File: src/rtl/bus_port.sv
// bus_port: per-processor endpoint of the shared 16-bit snooping bus.
//   Outbound: a DEPTH-entry FIFO queues messages from the cache controller.
//   The head word is presented on bus_out_o with bus_req_o raised until a
//   grant (proc_i == PROC_ID) pops it. One idle cycle follows every send.
//   Inbound: the arbiter's registered bus is watched. Foreign, non-idle
//   changes are reported as one-cycle snoop pulses.
// Bus word: [15:14] op (00 idle, 01 rd-miss, 10 wr-miss, 11 inval),
//           [13:12] source id, [11:0] address.
// Ports:
//   clk_i          system clock, rising edge
//   rst_ni         asynchronous active-low reset
//   proc_i         current grant (same select the arbiter uses)
//   tx_valid_i     tx_word_i offered by the cache controller
//   tx_word_i      outbound message; source field replaced by PROC_ID
//   tx_ready_o     FIFO not full; push on tx_valid_i && tx_ready_o
//   bus_req_o      port holds a word and wants the bus
//   bus_out_o      word to the arbiter; zero when not sending
//   bus_in_i       arbiter's registered bus output
//   snoop_valid_o  one-cycle pulse: new foreign message on snoop_word_o
//   snoop_word_o   last captured foreign message
//   timeout_err_o  sticky grant-timeout flag
// Optional feature: define BUS_PORT_TIMEOUT_EN to enable the grant-timeout
// counter. Without it, timeout_err_o is constant 0.
module bus_port #(
   parameter logic [1:0]  PROC_ID        = 2'd0,
   parameter int unsigned DEPTH          = 4,
   parameter int unsigned TIMEOUT_CYCLES = 15
) (
   input  logic        clk_i,
   input  logic        rst_ni,
   input  logic [1:0]  proc_i,
   input  logic        tx_valid_i,
   input  logic [15:0] tx_word_i,
   output logic        tx_ready_o,
   output logic        bus_req_o,
   output logic [15:0] bus_out_o,
   input  logic [15:0] bus_in_i,
   output logic        snoop_valid_o,
   output logic [15:0] snoop_word_o,
   output logic        timeout_err_o
);

   localparam int unsigned AW = $clog2(DEPTH);
   localparam int unsigned CW = AW + 1;

   // Elaboration guards on the configuration
   if ((DEPTH < 2) || ((DEPTH & (DEPTH - 1)) != 0)) begin : g_bad_depth
      $error("bus_port: DEPTH must be a power of two >= 2");
   end
   if (TIMEOUT_CYCLES < 1) begin : g_bad_timeout
      $error("bus_port: TIMEOUT_CYCLES must be >= 1");
   end

   typedef enum logic [1:0] {
      S_IDLE    = 2'd0,
      S_WAIT    = 2'd1,
      S_RELEASE = 2'd2
   } state_e;

   state_e         state_q;
   logic [15:0]    mem_q [DEPTH];
   logic [AW-1:0]  wr_ptr_q, rd_ptr_q;
   logic [CW-1:0]  count_q;
   logic [15:0]    bus_out_q;
   logic           bus_req_q;
   logic [15:0]    last_bus_q;
   logic           snoop_valid_q;
   logic [15:0]    snoop_word_q;

   logic           full_c, empty_c, push_c, pop_c, snoop_hit_c;
   logic           unused_src;

   // Source field of the offered word is always overwritten
   assign unused_src = ^tx_word_i[13:12];

   assign full_c  = (count_q == CW'(DEPTH));
   assign empty_c = (count_q == '0);
   assign push_c  = tx_valid_i && !full_c;
   // Arbiter samples bus_out at this edge, so the head leaves the FIFO now
   assign pop_c   = (state_q == S_WAIT) && (proc_i == PROC_ID);

   assign tx_ready_o    = !full_c;
   assign bus_req_o     = bus_req_q;
   assign bus_out_o     = bus_out_q;
   assign snoop_valid_o = snoop_valid_q;
   assign snoop_word_o  = snoop_word_q;

   // FIFO storage (no reset needed: guarded by count)
   always_ff @(posedge clk_i) begin
      if (push_c) begin
         mem_q[wr_ptr_q] <= {tx_word_i[15:14], PROC_ID, tx_word_i[11:0]};
      end
   end

   // FIFO pointers and occupancy
   always_ff @(posedge clk_i or negedge rst_ni) begin
      if (!rst_ni) begin
         wr_ptr_q <= '0;
         rd_ptr_q <= '0;
         count_q  <= '0;
      end else begin
         if (push_c) wr_ptr_q <= wr_ptr_q + AW'(1);
         if (pop_c)  rd_ptr_q <= rd_ptr_q + AW'(1);
         count_q <= count_q + CW'(push_c) - CW'(pop_c);
      end
   end

   // Send FSM. RELEASE drives zero for one cycle and then reloads directly
   // when more words are queued, so consecutive sends are spaced by exactly
   // one idle bus word.
   always_ff @(posedge clk_i or negedge rst_ni) begin
      if (!rst_ni) begin
         state_q   <= S_IDLE;
         bus_out_q <= '0;
         bus_req_q <= 1'b0;
      end else begin
         case (state_q)
            S_IDLE, S_RELEASE: begin
               if (!empty_c) begin
                  bus_out_q <= mem_q[rd_ptr_q];
                  bus_req_q <= 1'b1;
                  state_q   <= S_WAIT;
               end else begin
                  bus_out_q <= '0;
                  bus_req_q <= 1'b0;
                  state_q   <= S_IDLE;
               end
            end
            S_WAIT: begin
               if (pop_c) begin
                  bus_out_q <= '0;
                  bus_req_q <= 1'b0;
                  state_q   <= S_RELEASE;
               end
            end
            default: begin
               bus_out_q <= '0;
               bus_req_q <= 1'b0;
               state_q   <= S_IDLE;
            end
         endcase
      end
   end

   // Foreign, non-idle, changed bus words are reported once
   assign snoop_hit_c = (bus_in_i != last_bus_q) &&
                        (bus_in_i[15:14] != 2'b00) &&
                        (bus_in_i[13:12] != PROC_ID);

   always_ff @(posedge clk_i or negedge rst_ni) begin
      if (!rst_ni) begin
         last_bus_q    <= '0;
         snoop_valid_q <= 1'b0;
         snoop_word_q  <= '0;
      end else begin
         last_bus_q    <= bus_in_i;
         snoop_valid_q <= snoop_hit_c;
         if (snoop_hit_c) snoop_word_q <= bus_in_i;
      end
   end

`ifdef BUS_PORT_TIMEOUT_EN
   localparam int unsigned TW = $clog2(TIMEOUT_CYCLES + 1);

   logic [TW-1:0] to_cnt_q;
   logic          timeout_err_q;

   // Counter is held at zero outside WAIT, so it starts from zero on entry
   always_ff @(posedge clk_i or negedge rst_ni) begin
      if (!rst_ni) begin
         to_cnt_q      <= '0;
         timeout_err_q <= 1'b0;
      end else if (state_q != S_WAIT) begin
         to_cnt_q <= '0;
      end else if (!pop_c && (to_cnt_q != TW'(TIMEOUT_CYCLES))) begin
         to_cnt_q <= to_cnt_q + TW'(1);
         if ((to_cnt_q + TW'(1)) == TW'(TIMEOUT_CYCLES)) timeout_err_q <= 1'b1;
      end
   end

   assign timeout_err_o = timeout_err_q;
`else
   assign timeout_err_o = 1'b0;
`endif

endmodule

File: config.mk
export PLATFORM = sky130hd
export DESIGN_NAME = bus_port
export DESIGN_NICKNAME = d
export VERILOG_FILES = /design/src/rtl/bus_port.sv
export SDC_FILE = /design/constraint.sdc
export NUM_CORES = 1
export LEC_CHECK = 0
export ABC_AREA = 1
export CAP_MARGIN = 20
export CORE_UTILIZATION = 55
export CTS_CLUSTER_DIAMETER = 120
export DETAILED_ROUTE_END_ITERATION = 8
export PLACE_DENSITY = 0.86
export SETUP_SLACK_MARGIN = 0.1
export SLEW_MARGIN = 25
export SYNTH_ARGS = -nofsm -noshare
export SYNTH_HDL_FRONTEND = slang
export SYNTH_SLANG_ARGS = --single-unit
File: constraint.sdc
create_clock -name clk_i -period 5.45 [get_ports clk_i]
set_input_delay 1.09 -clock clk_i [delete_from_list [all_inputs] [get_ports clk_i]]
set_output_delay 1.09 -clock clk_i [all_outputs]
set_load 0.1 [all_outputs]
==> impl_metrics.csv, run 1 <==
group,metric,value,unit
cells_and_area,final_layout_size_suffix_gt1_share,7.93,%
timing,setup_viol,0,
clock_network,cts_repair_resize_count,0,
status,outcome,"complete, no violations",
worst_hold_path,hold_class,"flop to flop",
clock_network,clk_pin_slew_worst_paths,0.06,ns
timing,slew_viol_final,0,
cells_and_area,final_nets,548,
die,die_h,93.0,microns
die,die-area,0.00866,sq mm
timing,setup_ws,2.07,ns
logic_synthesis,ys_seq_elements,113,
route,antenna_violating_nets_post_route,0,
logic_synthesis,synth-seq-area-share,68.2,%
placed_design,dpl.cell_count,587,
setup_path,crit_start,"count_q[1]$_DFF_PN0_",
clock_network,tritoncts,"yes",
cells_and_area,nFillCells,505,
clock_network,cts_buffers,17,
route,drt_iter0_drcs,218,
global_routing,grt_remaining_overflow,0,
placed_design,routability_driven_placement_congestion_ratio,0.742,
setup_path,r2r_start,"rd_ptr_q[0]$_DFFE_PN0P_",
power_and_ir_drop,p_per_area,594,mW/mm^2
power_and_ir_drop,post-layout-total-power,3500,uW
route,route.detailed.vias_per_inst,5.20,
clock_network,cts-hold-fix-buffers,0,
global_routing,groute.layer.met3.usage,7.07,%
timing,fin_tns_setup,0,ns
logic_synthesis,synth.avg_cell_area,10.7,sq um
run,maxCapViolations,0,
cells_and_area,footprint_of_the_multi_input_gates,0.00112,sq mm
timing,worst_clock_skew,0.00993,ns
setup_path,crit_arrival,2.29,ns
clock_network,htree_num_levels,4,
setup_path,worst-setup-path-type,"flop to primary output",
route,wl_per_cell,15.2,microns
timing,time_the_final_worst_path_needs_with_i_o_delays_and_setup,3.38,ns
cells_and_area,area.growth.synth_to_final,29.2,%
setup_path,critical_path_maximum_fanout,4,
clock_network,tritoncts_num_sinks,113,
timing,final_min_period_over_clock_period,62.0,%
die,core_area,0.00789,sq mm
clock_network,clock_latency,0.52,ns
route,drt-total-wl,9380,microns
route,drc,0,
timing,hold_slack,0.470,ns
logic_synthesis,synth.yosys.warnings,0,
timing,hold_violations,0,
global_routing,globalRoute.busiestLayer,"met2",
setup_path,cp_launch_type,"flop",
clock_network,cts_setup_buffers,0,
die,die_x,93.0,microns
logic_synthesis,syn_area,0.00456,sq mm
cells_and_area,layout.cells.most_common_list,"sky130_fd_sc_hd__nand2_1 (74), sky130_fd_sc_hd__inv_1 (67), sky130_fd_sc_hd__clkdlybuf4s50_1 (66)",
placed_design,dp_hpwl,5720,microns
cells_and_area,stdcell_count,619,
setup_path,kind_of_end_point_of_the_critical_path,"primary output",
worst_hold_path,hold_path.startpoint,"snoop_word_o[15]$_DFFE_PN0P_",
timing,slew_headroom,32.3,%
route,number_of_vias_after_detailed_routing,3216,
global_routing,grt_first_pass_wirelength,15100,microns
global_routing,grt_util_met2,39.3,%
timing,grt_setup_unrepaired,"no",
placed_design,total_of_buffers_placed_on_input_and_output_ports,67,
cells_and_area,final-seq-area,0.00311,sq mm
global_routing,grt_start_max_net_pins,58,
logic_synthesis,cells_after_synth,426,
placed_design,dp_worst_setup_slack,2.24,ns
cells_and_area,insertedDiodeCount,0,
global_routing,grt_pass1_vias,3256,
clock_network,ctsLongestPathBuffers,2,
timing,achievable-frequency,296,MHz
global_routing,antenna_found_initial,0,
die,initial_utilization,57.8,%
cells_and_area,layout_commonest_cell,"sky130_fd_sc_hd__nand2_1",
power_and_ir_drop,cellLeakagePower,0.00262,uW
power_and_ir_drop,peakVddDrop,0.000292,V
clock_network,clock_tree.root_cell,"sky130_fd_sc_hd__clkbuf_8",
setup_path,crit_required,4.36,ns
timing,worstMarginPinSlew,1.01,ns
global_routing,groute.usage.overall,23.9,%
global_routing,grt_use_met1,28.1,%
route,firstDrtPassIters,5,
logic_synthesis,yosysUniqueCellTypes,25,
die,row_count,32,
die,top_level_ports,73,
## worst max-delay path, cell delays in order, from the launching register on
cell                              delay (ns)
sky130_fd_sc_hd__dfrtp_1                0.47
sky130_fd_sc_hd__nor2_1                 0.08
sky130_fd_sc_hd__nand2_1                0.09
sky130_fd_sc_hd__clkdlybuf4s50_1        1.14
## state kept, by name, summed over array words and instances (netlist names)
name	flops
state_q	2
mem_q	56
snoop_valid_o	1
count_q	3
bus_out_o	14
last_bus_q	16
snoop_word_o	16
rd_ptr_q	2
wr_ptr_q	2
bus_req_o	1
## report_power, final
group / total, uW / internal (uW) / switching, uW
combinational: 1220 / 331 / 889
sequential: 1220 / 1090 / 130
clock: 1050 / 688 / 364
total: 3500 / 2110 / 1380
## per-layer routing
metal	share of wire [%]	up-vias	routed length, microns
li1	-	1533	-
met2	52	127	4890
met4	1.5	0	142
met1	40	1543	3750
met5	0	-	0
met3	6.5	13	606
## area by class of cell
cell class	instances	area share, %
Clock inverter	12	2.40
Multi-Input combinational cell	230	19.0
Clock buffer	20	7.22
Sequential cell	113	52.8
Tap cell	102	2.17
Inverter	69	4.40
Timing Repair Buffer	73	12.1
## final timing paths
| path | end | slack (ns) | cells past startpoint |
|---|---|---|---|
| setup / recovery | tx_ready_o | 2.07 | 3 |
| hold / removal | snoop_word_o[15]$_DFFE_PN0P_ | 0.47 | 2 |
| setup reg to reg | bus_out_o[10]$_DFFE_PN0P_ | 3.01 | 5 |
| hold reg to reg | snoop_word_o[15]$_DFFE_PN0P_ | 0.47 | 2 |
| max in group asynchronous | wr_ptr_q[1]$_DFFE_PN0P_ | 4.26 | 2 |
| min in group asynchronous | snoop_valid_o$_DFF_PN0_ | 0.72 | 2 |
## cell families (layout without fill, tap and decap cells)
logic type                 Yosys count  count (layout)  share of synthesized area, %
buffers and inverters               85             174                          7.69
and+or+nand+nor                    155             155                          13.5
xor gates and xnor gates             4               4                         0.769
other                                1               3                        0.0823
AOI/OAI and AO/OA                   61              61                          7.71
DFF                                113             113                          68.2
adders and majority gates            7               7                          2.09
## through the flow
stage               utilization (%)  area, sq um
finish                         74.7         5890
global route                   74.7         5890
CTS                            74.7         5890
detailed placement             67.5         5320
global placement               67.4         5310
floorplan                         -         4570
## synth_stat cells
master                     count  area [sq um]
sky130_fd_sc_hd__buf_4         3          22.5
sky130_fd_sc_hd__nor2_2        1          6.26
sky130_fd_sc_hd__a21oi_2       1          8.76
sky130_fd_sc_hd__buf_8         1          15.0
sky130_fd_sc_hd__xor2_1        3          26.3
sky130_fd_sc_hd__inv_1        67           251
sky130_fd_sc_hd__clkbuf_1      5          18.8
sky130_fd_sc_hd__edfxtp_1     56          1680
sky130_fd_sc_hd__buf_2         7          35.0
sky130_fd_sc_hd__dfrtp_1      57          1430
sky130_fd_sc_hd__o21ai_0      29           145
sky130_fd_sc_hd__o22ai_1      28           175
sky130_fd_sc_hd__o31ai_2       1          12.5
sky130_fd_sc_hd__o21ai_1       1          5.00
sky130_fd_sc_hd__inv_2         2          7.51
sky130_fd_sc_hd__nand3_1      16          80.1
sky130_fd_sc_hd__nand2_1      74           278
sky130_fd_sc_hd__nor2_1       62           233
sky130_fd_sc_hd__fa_1          1          20.0
sky130_fd_sc_hd__ha_1          6          75.1
sky130_fd_sc_hd__nand2_4       1          11.3
sky130_fd_sc_hd__a21oi_1       1          5.00
sky130_fd_sc_hd__xnor2_1       1          8.76
sky130_fd_sc_hd__nand2_2       1          6.26
sky130_fd_sc_hd__conb_1        1          3.75
Power figures use the tool's default switching activity.
==> run 2: changes to the inputs <==
--- a/config.mk
+++ b/config.mk
@@ -7,10 +7,10 @@
 export LEC_CHECK = 0
 export ABC_AREA = 1
 export CAP_MARGIN = 20
-export CORE_UTILIZATION = 55
+export CORE_UTILIZATION = 53
 export CTS_CLUSTER_DIAMETER = 120
 export DETAILED_ROUTE_END_ITERATION = 8
-export PLACE_DENSITY = 0.86
+export PLACE_DENSITY = 0.83
 export SETUP_SLACK_MARGIN = 0.1
 export SLEW_MARGIN = 25
 export SYNTH_ARGS = -nofsm -noshare
==> constraint.sdc (replaced) <==
create_clock -name clk_i -period 3.4 [get_ports clk_i]
set_input_delay 0.68 -clock clk_i [delete_from_list [all_inputs] [get_ports clk_i]]
set_output_delay 0.68 -clock clk_i [all_outputs]
set_load 0.1 [all_outputs]
==> run 2 against run 1 <==
  * Die area grew 3.7%
  * First-iteration DRC count shrank 4.6%
  * Register-to-register slack lost 1.6 ns
  * Sequential share of layout area grew 0.10 points
  * Global-route usage grew 0.45 points
  * Flip-flop and latch count is the same
  * Clock power grew 61%
  * Critical path depth shrank 2
==> impl_metrics.csv, run 2 (synthesized netlist as in run 1, its figures left out) <==
group,metric,value,unit
clock_network,clk_pin_slew_worst_paths,0.05,ns
clock_network,clock_latency,0.51,ns
die,row_count,33,
clock_network,cts_setup_buffers,0,
die,die-area,0.00897,sq mm
placed_design,routability_driven_placement_congestion_ratio,0.761,
die,top_level_ports,73,
placed_design,dpl.cell_count,592,
setup_path,critical_path_maximum_fanout,2,
setup_path,critical-path-top-delay-family,"buffers and inverters",
power_and_ir_drop,p_per_area,954,mW/mm^2
route,firstDrtPassIters,5,
timing,setup_viol,0,
power_and_ir_drop,post-layout-total-power,5600,uW
setup_path,count_of_buffer_and_inverter_cells_on_the_critical_path,1,
setup_path,critical_path_depth,1,
clock_network,ctsLongestPathBuffers,2,
route,route.detailed.vias_per_inst,5.23,
route,wl_met1,3930,microns
setup_path,max_stage_delay,1.14,ns
setup_path,cp_launch_type,"flop",
setup_path,worst-setup-path-type,"flop to primary output",
timing,slew_viol_final,0,
placed_design,total_of_buffers_placed_on_input_and_output_ports,67,
cells_and_area,largest_reg_flops,56,
setup_path,crit_required,2.72,ns
cells_and_area,stdcell_count,623,
global_routing,grt_first_pass_wirelength,16000,microns
setup_path,crit_chain,"clkdlybuf4s50_1",
worst_hold_path,hold_class,"primary input to async pin",
timing,final_min_period_over_clock_period,79.1,%
global_routing,grt_start_max_net_pins,35,
placed_design,dpl_cell_area,0.00530,sq mm
global_routing,antenna_found_initial,0,
timing,time_the_final_worst_path_needs_with_i_o_delays_and_setup,2.69,ns
timing,achievable-frequency,372,MHz
cells_and_area,final_design_area_no_fill,0.00588,sq mm
clock_network,tritoncts,"yes",
status,outcome,"complete, no violations",
route,drt_iter0_drcs,208,
route,drc,0,
setup_path,reg2reg_depth,8,
cells_and_area,final_layout_size_suffix_gt1_share,11.6,%
route,met2_length,5040,microns
route,number_of_vias_after_detailed_routing,3259,
cells_and_area,final_nets,550,
setup_path,worstSetupEndpoint,"snoop_word_o[4]",
timing,fin_tns_setup,0,ns
power_and_ir_drop,peakVddDrop,0.000476,V
clock_network,cts_buffers,17,
global_routing,grt_pass1_vias,3337,
placed_design,dp_hpwl,6070,microns
clock_network,clock_tree.root_cell,"sky130_fd_sc_hd__clkbuf_8",
cells_and_area,layout.cells.most_common_list,"sky130_fd_sc_hd__nand2_1 (74), sky130_fd_sc_hd__inv_1 (67), sky130_fd_sc_hd__nor2_1 (62)",
route,routed.top_layer,"met4",
setup_path,worst_path_max_delay_cell,"sky130_fd_sc_hd__clkdlybuf4s50_1",
route,antenna_violating_nets_post_route,0,
setup_path,timing.rr.end,"count_q[2]$_DFF_PN0_",
global_routing,grt_remaining_overflow,0,
clock_network,tritoncts_num_sinks,113,
die,initial_utilization,55.2,%
cells_and_area,regMostFlops,"mem_q",
timing,hold_violations,0,
cells_and_area,insertedDiodeCount,0,
setup_path,regToRegSetupSlack,1.36,ns
cells_and_area,area.growth.synth_to_final,28.9,%
setup_path,crit_start,"snoop_word_o[4]$_DFFE_PN0P_",
timing,grt_setup_unrepaired,"no",
timing,hold_slack,0.260,ns
timing,slew_headroom,34.8,%
run,maxCapViolations,0,
setup_path,r2r_start,"count_q[1]$_DFF_PN0_",
timing,worst_clock_skew,0.00909,ns
route,wl_per_cell,15.6,microns
timing,worstMarginPinSlew,0.974,ns
route,wl_met3,571,microns
route,drt-total-wl,9720,microns
clock_network,cts-hold-fix-buffers,0,
power_and_ir_drop,cellLeakagePower,0.00267,uW
setup_path,crit_arrival,2.01,ns
clock_network,htree_num_levels,4,
cells_and_area,layout_commonest_cell,"sky130_fd_sc_hd__nand2_1",
setup_path,kind_of_end_point_of_the_critical_path,"primary output",
global_routing,groute.usage.overall,24.3,%
die,core_area,0.00826,sq mm
die,die_h,94.7,microns
clock_network,cts_repair_resize_count,0,
die,die_x,94.7,microns
## run 2: cell types whose count changed in the layout (fill, tap and decap cells not counted)
| cell | before | now |
|---|---|---|
| sky130_fd_sc_hd__buf_4 | 6 | 25 |
| sky130_fd_sc_hd__clkdlybuf4s50_1 | 66 | 49 |
| sky130_fd_sc_hd__clkbuf_8 | 1 | 5 |
| sky130_fd_sc_hd__bufinv_16 | 3 | 1 |
| sky130_fd_sc_hd__clkbuf_16 | 16 | 18 |
| sky130_fd_sc_hd__clkinv_1 | 2 | 0 |
| sky130_fd_sc_hd__clkinvlp_4 | 2 | 0 |
| sky130_fd_sc_hd__clkbuf_1 | 3 | 4 |
| sky130_fd_sc_hd__clkinv_2 | 4 | 3 |
| sky130_fd_sc_hd__clkinv_4 | 1 | 0 |
## run 2: per-layer routing
metal	vias to the layer above	GRT usage, %
met1	1602	28.3
met4	0	11.1
met2	98	41.6
met5	-	0
met3	17	7.00
li1	1542	-
## run 2: stage by stage
stage	utilization (%)	setup slack, ns
6_report	71.2	0.710
5_1_grt	71.2	0.655
4_1_cts	71.2	0.686
3_5_place_dp	64.2	0.849
3_3_place_gp	64.0	0.874
2_1_floorplan	-	0.718
## run 2: layout make-up
class	instances	area, sq um
Clock inverter	4	45.0
Clock buffer	27	534
Inverter	69	259
Sequential cell	113	3110
Timing Repair Buffer	75	683
Fill cell	561	2380
Multi-Input combinational cell	230	1120
Tap cell	105	131
## run 2: where the power goes
part           leakage (uW)  switching, uW  total (uW)  internal (uW)
registers           0.00120            160        1920           1760
logic               0.00118           1490        2000            508
clock network      0.000288            560        1690           1130
## run 2: how the worst min path moves through the flow
| stage | start | to | slack (ns) |
|---|---|---|---|
| after floorplan | rst_ni | bus_out_o[0]$_DFFE_PN0P_ | 0.38 |
| after global placement | snoop_word_o[6]$_DFFE_PN0P_ | snoop_word_o[6]$_DFFE_PN0P_ | 0.45 |
| after detailed placement | snoop_word_o[1]$_DFFE_PN0P_ | snoop_word_o[1]$_DFFE_PN0P_ | 0.46 |
| after CTS | rst_ni | last_bus_q[8]$_DFF_PN0_ | 0.27 |
| after global routing | rst_ni | last_bus_q[12]$_DFF_PN0_ | 0.30 |
| final | rst_ni | snoop_word_o[8]$_DFFE_PN0P_ | 0.26 |
